### src/rtl/shift_unit_arbiter.sv
// Shares one external logical barrel shifter between two requesters.
// Arbitrates, registers shifter operands, adds arithmetic sign fill, returns result over valid/ready.
//
// state | meaning
// IDLE  | waiting for a request; winner gets rq_ready
// EXEC  | shifter settling; result captured at end of cycle
// RESP  | rs_valid toward owner until rs_ready[owner]
module shift_unit_arbiter #(
  parameter int FIXED_PRIO = 0,
  parameter int DATA_W     = 32
) (
  input  logic              clk,
  input  logic              rst_n,
  input  logic [1:0]        rq_valid,
  output logic [1:0]        rq_ready,
  input  logic [DATA_W-1:0] rq_data0,
  input  logic [DATA_W-1:0] rq_data1,
  input  logic [4:0]        rq_shamt0,
  input  logic [4:0]        rq_shamt1,
  input  logic [1:0]        rq_dir,
  input  logic [1:0]        rq_arith,
  output logic [1:0]        rs_valid,
  input  logic [1:0]        rs_ready,
  output logic [DATA_W-1:0] rs_data,
  output logic [DATA_W-1:0] sh_a,
  output logic [4:0]        sh_n,
  output logic              sh_dir,
  input  logic [DATA_W-1:0] sh_result,
  output logic              busy
);

  if (DATA_W != 32) begin : g_bad_width
    $error("shift_unit_arbiter: DATA_W must be 32");
  end

  typedef enum logic [1:0] {
    IDLE = 2'd0,
    EXEC = 2'd1,
    RESP = 2'd2
  } state_t;

  state_t            state_q, state_d;
  logic              owner_q, owner_d;
  logic              prio_q, prio_d;
  logic              arith_q, arith_d;
  logic [DATA_W-1:0] sh_a_q, sh_a_d;
  logic [4:0]        sh_n_q, sh_n_d;
  logic              sh_dir_q, sh_dir_d;
  logic [DATA_W-1:0] rs_data_q, rs_data_d;
  logic              win;
  logic [DATA_W-1:0] fill;

  always_ff @(posedge clk or negedge rst_n) begin
    if (!rst_n) begin
      state_q   <= IDLE;
      owner_q   <= 1'b0;
      prio_q    <= 1'b0;
      arith_q   <= 1'b0;
      sh_a_q    <= '0;
      sh_n_q    <= '0;
      sh_dir_q  <= 1'b0;
      rs_data_q <= '0;
    end else begin
      state_q   <= state_d;
      owner_q   <= owner_d;
      prio_q    <= prio_d;
      arith_q   <= arith_d;
      sh_a_q    <= sh_a_d;
      sh_n_q    <= sh_n_d;
      sh_dir_q  <= sh_dir_d;
      rs_data_q <= rs_data_d;
    end
  end

  // prio_q names the requester favoured on the next collision.
  always_comb begin
    if (rq_valid[0] && rq_valid[1]) begin
      win = (FIXED_PRIO != 0) ? 1'b0 : prio_q;
    end else begin
      win = rq_valid[1];
    end
  end

  // Shifter is logical only; sign fill covers the top sh_n bits.
  assign fill = (arith_q && sh_a_q[DATA_W-1]) ? ~({DATA_W{1'b1}} >> sh_n_q) : '0;

  always_comb begin
    state_d   = state_q;
    owner_d   = owner_q;
    prio_d    = prio_q;
    arith_d   = arith_q;
    sh_a_d    = sh_a_q;
    sh_n_d    = sh_n_q;
    sh_dir_d  = sh_dir_q;
    rs_data_d = rs_data_q;
    rq_ready  = 2'b00;
    rs_valid  = 2'b00;
    case (state_q)
      IDLE: begin
        if (|rq_valid) begin
          rq_ready[win] = 1'b1;
          owner_d       = win;
          sh_a_d        = win ? rq_data1 : rq_data0;
          sh_n_d        = win ? rq_shamt1 : rq_shamt0;
          sh_dir_d      = rq_dir[win];
          arith_d       = rq_arith[win] & ~rq_dir[win];
          state_d       = EXEC;
        end
      end
      EXEC: begin
        rs_data_d = sh_result | fill;
        state_d   = RESP;
      end
      RESP: begin
        rs_valid[owner_q] = 1'b1;
        if (rs_ready[owner_q]) begin
          prio_d  = ~owner_q;
          state_d = IDLE;
        end
      end
      default: state_d = IDLE;
    endcase
  end

  assign rs_data = rs_data_q;
  assign sh_a    = sh_a_q;
  assign sh_n    = sh_n_q;
  assign sh_dir  = sh_dir_q;
  assign busy    = (state_q != IDLE);

endmodule

### config.mk
export PLATFORM = sky130hd
export DESIGN_NAME = shift_unit_arbiter
export DESIGN_NICKNAME = d
export VERILOG_FILES = /design/src/rtl/shift_unit_arbiter.sv
export SDC_FILE = /design/constraint.sdc
export NUM_CORES = 1
export LEC_CHECK = 0
export ABC_AREA = 1
export ABC_CLOCK_PERIOD_IN_PS = 2500
export CAP_MARGIN = 10
export CORE_ASPECT_RATIO = 2
export CORE_MARGIN = 5
export CORE_UTILIZATION = 25
export DETAILED_ROUTE_END_ITERATION = 8
export PLACE_DENSITY = 0.61
export SYNTH_ARGS = -nofsm -noshare
export SYNTH_HDL_FRONTEND = slang
export SYNTH_SLANG_ARGS = --single-unit
export TNS_END_PERCENT = 50
### constraint.sdc
create_clock -name clk -period 2.5 [get_ports clk]
set_input_delay 0.5 -clock clk [delete_from_list [all_inputs] [get_ports clk]]
set_output_delay 0.5 -clock clk [all_outputs]
set_load 0.05 [all_outputs]
Word-level counts from Yosys, hierarchy flattened
Index checks and enable logic that the tools add are counted.
Storage, ports and cells
  bits of input ports: 116
  flip-flop bits (word level): 75
  logic and storage cells: 52
Cells by class
  bitwise operators: 5
  mux-type cells: 20
  reductions and logical operators: 10
  shifts and indexed selects: 1
  $lt $le $gt $ge: 4
  equality and inequality tests: 4
Operators by type and width (count)
  $mux 32: 2
  $not 32->32: 1
  $or 32x32->32: 1
  $shr 32x5->32 const A: 1
  $mux 2: 5
  $mux 1: 9
  $pmux 2 s3: 1
  $reduce_and 2->1: 3
  $mux 5: 1
  $logic_and 1x1->1: 4
  $lt 1x2->1 const B: 2
  $ne 2x2->1 const B: 2
  $demux 1 s1: 2
  $eq 2x1->1 const B: 1
  $eq 2x2->1 const B: 1
  $ge 1x1->1 const B: 2
  $logic_not 2->1: 1
  $not 1->1: 2
  $reduce_bool 2->1: 1
  $reduce_or 2->1: 1
  $and 1x1->1: 1

Depth between registers and ports, before layout
  depth after elaboration: 8
  gate-level depth with buffers: 8

Worst setup path after synthesis
Ideal clock, no wire load.
  path type: register to output
  start point: register state_q[1]
  end point: output rs_valid[1]
  required time: 2.000 ns
  stages on the path, launching flop included: 5
  data arrival time: 1.345 ns
  path slack: 0.655 ns
  path through: dfrtp_1 inv_2 nor2_1 inv_1 nor2_1
Between the ends
  word-level cells in the longest chain between the ends: 2
Ends and longest elaborated chain
  from (decl): RTL line 42  | state_t state_q, state_d;
  from (signal assigned): RTL line 64  | state_q <= state_d;
  $eq 2x2->1: RTL line 98  | case (state_q)
  $mux 2: RTL line 98
  to (decl): RTL line 22  | output logic [1:0] rs_valid,
Every way passes these cells.

Worst setup path in the final report
  start point: register state_q[1]
  end point: output busy
Between the ends
  word-level cells in the longest chain between the ends: 1
Ends and longest elaborated chain
  $reduce_bool 2->1: RTL line 129  | assign busy = (state_q != IDLE);
  to (decl): RTL line 29  | output logic busy
Every way passes these cells.

==> results.py <==
metrics = {
    "setup_path": {
        "cp_slowest_stage_delay_ns": 0.81,
        "crit_arrival_ns": 1.77,
        "r2r_slack_ns": 0.96,
        "worstPathCellList": "nor2_4 -> inv_2 -> clkdlybuf4s50_1",
        "startpoint_type": "flop",
        "path_class": "flop to output pin",
        "worst_path_max_delay_cell": "clkdlybuf4s50_1",
        "crit_fanout": 3,
        "path_buf_inv": 2,
        "endpoint_kind": "output pin",
        "worstPathRequired_ns": 2.00,
        "critPathTopFamily": "buffers and inverters",
    },
    "final_layout": {
        "layout-area-overhead-vs-synth_pct": 67.1,
        "drive_gt1_share_pct": 6.79,
        "antenna_cells": 0,
        "multi_input_area_um2": 1440,
        "fin_nets": 759,
        "final_cells": 840,
        "regArea_um2": 1880,
        "fill_cells": 1455,
    },
    "timing": {
        "tightest_slew_ns": 0.660,
        "min_period_ns": 2.27,
        "setup_tns_ns": 0,
        "maxSlewViolCount": 0,
        "hold_violations": 0,
        "fmax_mhz": 441,
        "holdWs_ns": 0.168,
        "worst_slack_ns": 0.232,
        "max-slew-margin-rel_pct": 55.8,
        "rsz0062_at_grt": "no",
        "final.period_utilization_pct": 90.7,
        "finalSetupViolCount": 0,
        "worst_clock_skew_ns": 0.00446,
    },
    "drt": {
        "drt-pass1-iter-count": 4,
        "ant_nets": 0,
        "vias": 3608,
        "drt_iter0_drc": 132,
        "wl_per_cell_um": 14.8,
        "routed_wl_um": 12400,
        "via_per_inst": 4.30,
        "drc": 0,
    },
    "clock_network": {
        "clkSinkCount": 75,
        "clock_latency_ns": 0.33,
        "cts_buffer_depth": 2,
        "clkTransAtPathRegs_ns": 0.06,
        "postCtsResizedCells": 0,
        "root_buffer": "clkbuf_16",
        "hold_buffers": 0,
        "cts_tree": "done",
        "post_cts_buffers": 0,
        "numCtsBuffers": 9,
        "htreeDepth": 3,
    },
    "die": {
        "die-width_um": 94.7,
        "die_h_um": 179,
        "start_util_pct": 25.2,
        "rows": 62,
        "core_area_um2": 14200,
        "ios": 191,
        "die_area_um2": 17000,
    },
    "synth": {
        "postSynthCellCount": 453,
        "yosysWarnings": 0,
        "synth_area_per_cell_um2": 7.91,
        "netlist_area_um2": 3580,
        "yosysUniqueCellTypes": 20,
        "synthesis.nets": 569,
        "yosys_register_bits": 75,
        "seq_area_frac_synth_pct": 52.4,
    },
    "placed_design": {
        "pre_cts_slack_ns": 0.356,
        "post-place-cells": 824,
        "place_hpwl_um": 9360,
        "place_congestion": 0.822,
        "port_buffers": 190,
    },
    "grt": {
        "grt_start_max_net_pins": 42,
        "antenna_found_initial": 0,
        "grt_pass1_vias": 3693,
        "grtUsageTotal_pct": 14.6,
        "grt_first_pass_wirelength_um": 19400,
        "overflow": 0,
    },
    "run": {
        "drv_cap": 0,
    },
    "power": {
        "p_leak_nw": 2.69,
        "ir_drop_mv": 0.644,
        "powerDensity_nw_per_um2": 1480,
    },
    "hold_path": {
        "hold_class": "input pin to async pin",
    },
    "status": {
        "status": "finished, final reports clean",
    },
}
[placed cells by master (no fill, tap or decap)]
master / netlist / final
inv_1: 32 / 32
nand2_1: 166 / 166
or2_2: 3 / 3
o211ai_1: 14 / 14
clkbuf_16: 0 / 9
o21ai_0: 15 / 15
a21oi_1: 28 / 28
clkbuf_1: 0 / 2
inv_2: 5 / 5
clkbuf_8: 0 / 1
clkinv_2: 0 / 1
clkinv_4: 0 / 1
nor3_1: 6 / 6
nand3_1: 30 / 30
clkdlybuf4s50_1: 0 / 185
nand2_2: 3 / 3
dfrtp_1: 75 / 75
buf_12: 0 / 2
o21bai_1: 1 / 1
bufinv_16: 0 / 2
buf_4: 9 / 11
nand3b_1: 2 / 2
nor2_4: 5 / 5
nor2_1: 47 / 47
o21ai_1: 1 / 1
o21ai_4: 1 / 1
[report_power, final]
part / switching [mW] / leakage [nW] / internal [mW]
Sequential: 0.392 / 0.887 / 1.82
Combinational: 3.55 / 1.64 / 1.70
Clock: 0.506 / 0.157 / 0.903
[area by class of cell]
type,count,share of cell area (%)
multi-input combinational,322,24.0
inverter,37,2.32
timing repair buffer,198,33.0
clock buffer,12,4.12
clock inverter,4,1.23
sequential,75,31.3
tap,192,4.01
[sequential cells by signal, indices dropped and copies added, names as in the netlist]
register,count
prio_q,1
arith_q,1
sh_n,5
owner_q,1
state_q,2
sh_a,32
sh_dir,1
rs_data,32
[path summary, 6_finish.rpt]
path	cells after the start	start	end
worst max register to register	6	state_q[1]	rs_data[11]
worst max-delay path	3	state_q[1]	busy
worst min register to register	2	rs_data[24]	rs_data[24]
min in group clk	2	rs_data[24]	rs_data[24]
max in group asynchronous	2	rst_n	state_q[1]
worst min-delay path	1	rst_n	rs_data[19]
[stage by stage]
step	power, mW	instance area (um2)	util (%)
final	8.87	5990	42.2
after global routing	9.41	5990	42.2
after CTS	8.98	5990	42.2
after detailed placement	7.53	5670	39.9
after global placement	7.50	5670	39.9
after floorplan	5.67	3580	-
[kinds of logic after synthesis]
group,synth area share (%)
buffers and inverters,7.51
AOI/OAI and AO/OA,9.74
and+or+nand+nor,30.4
DFF,52.4
[cells in the mapped netlist]
cell type,instances,area share [%]
buf_6,2,0.63
nor3_1,6,0.84
inv_2,5,0.52
o21ai_1,1,0.14
nor2_1,47,4.9
nor2_4,5,1.6
inv_1,32,3.4
nand3_1,30,4.2
a21oi_1,28,3.9
buf_4,9,1.9
dfrtp_1,75,52
buf_2,8,1.1
o211ai_1,14,2.9
nand3b_1,2,0.42
o21bai_1,1,0.21
o21ai_4,1,0.45
o21ai_0,15,2.1
nand2_1,166,17
nand2_2,3,0.52
or2_2,3,0.52
[layer usage]
| metal | wire length [um] | share of wire (%) | global-route usage [%] |
|---|---|---|---|
| met5 | 0 | 0 | 0 |
| met4 | 157 | 1.3 | 3.92 |
| met3 | 1430 | 12 | 6.89 |
| met2 | 5300 | 43 | 21.3 |
| met1 | 5550 | 45 | 19.5 |
Power figures use the tool's default switching activity.
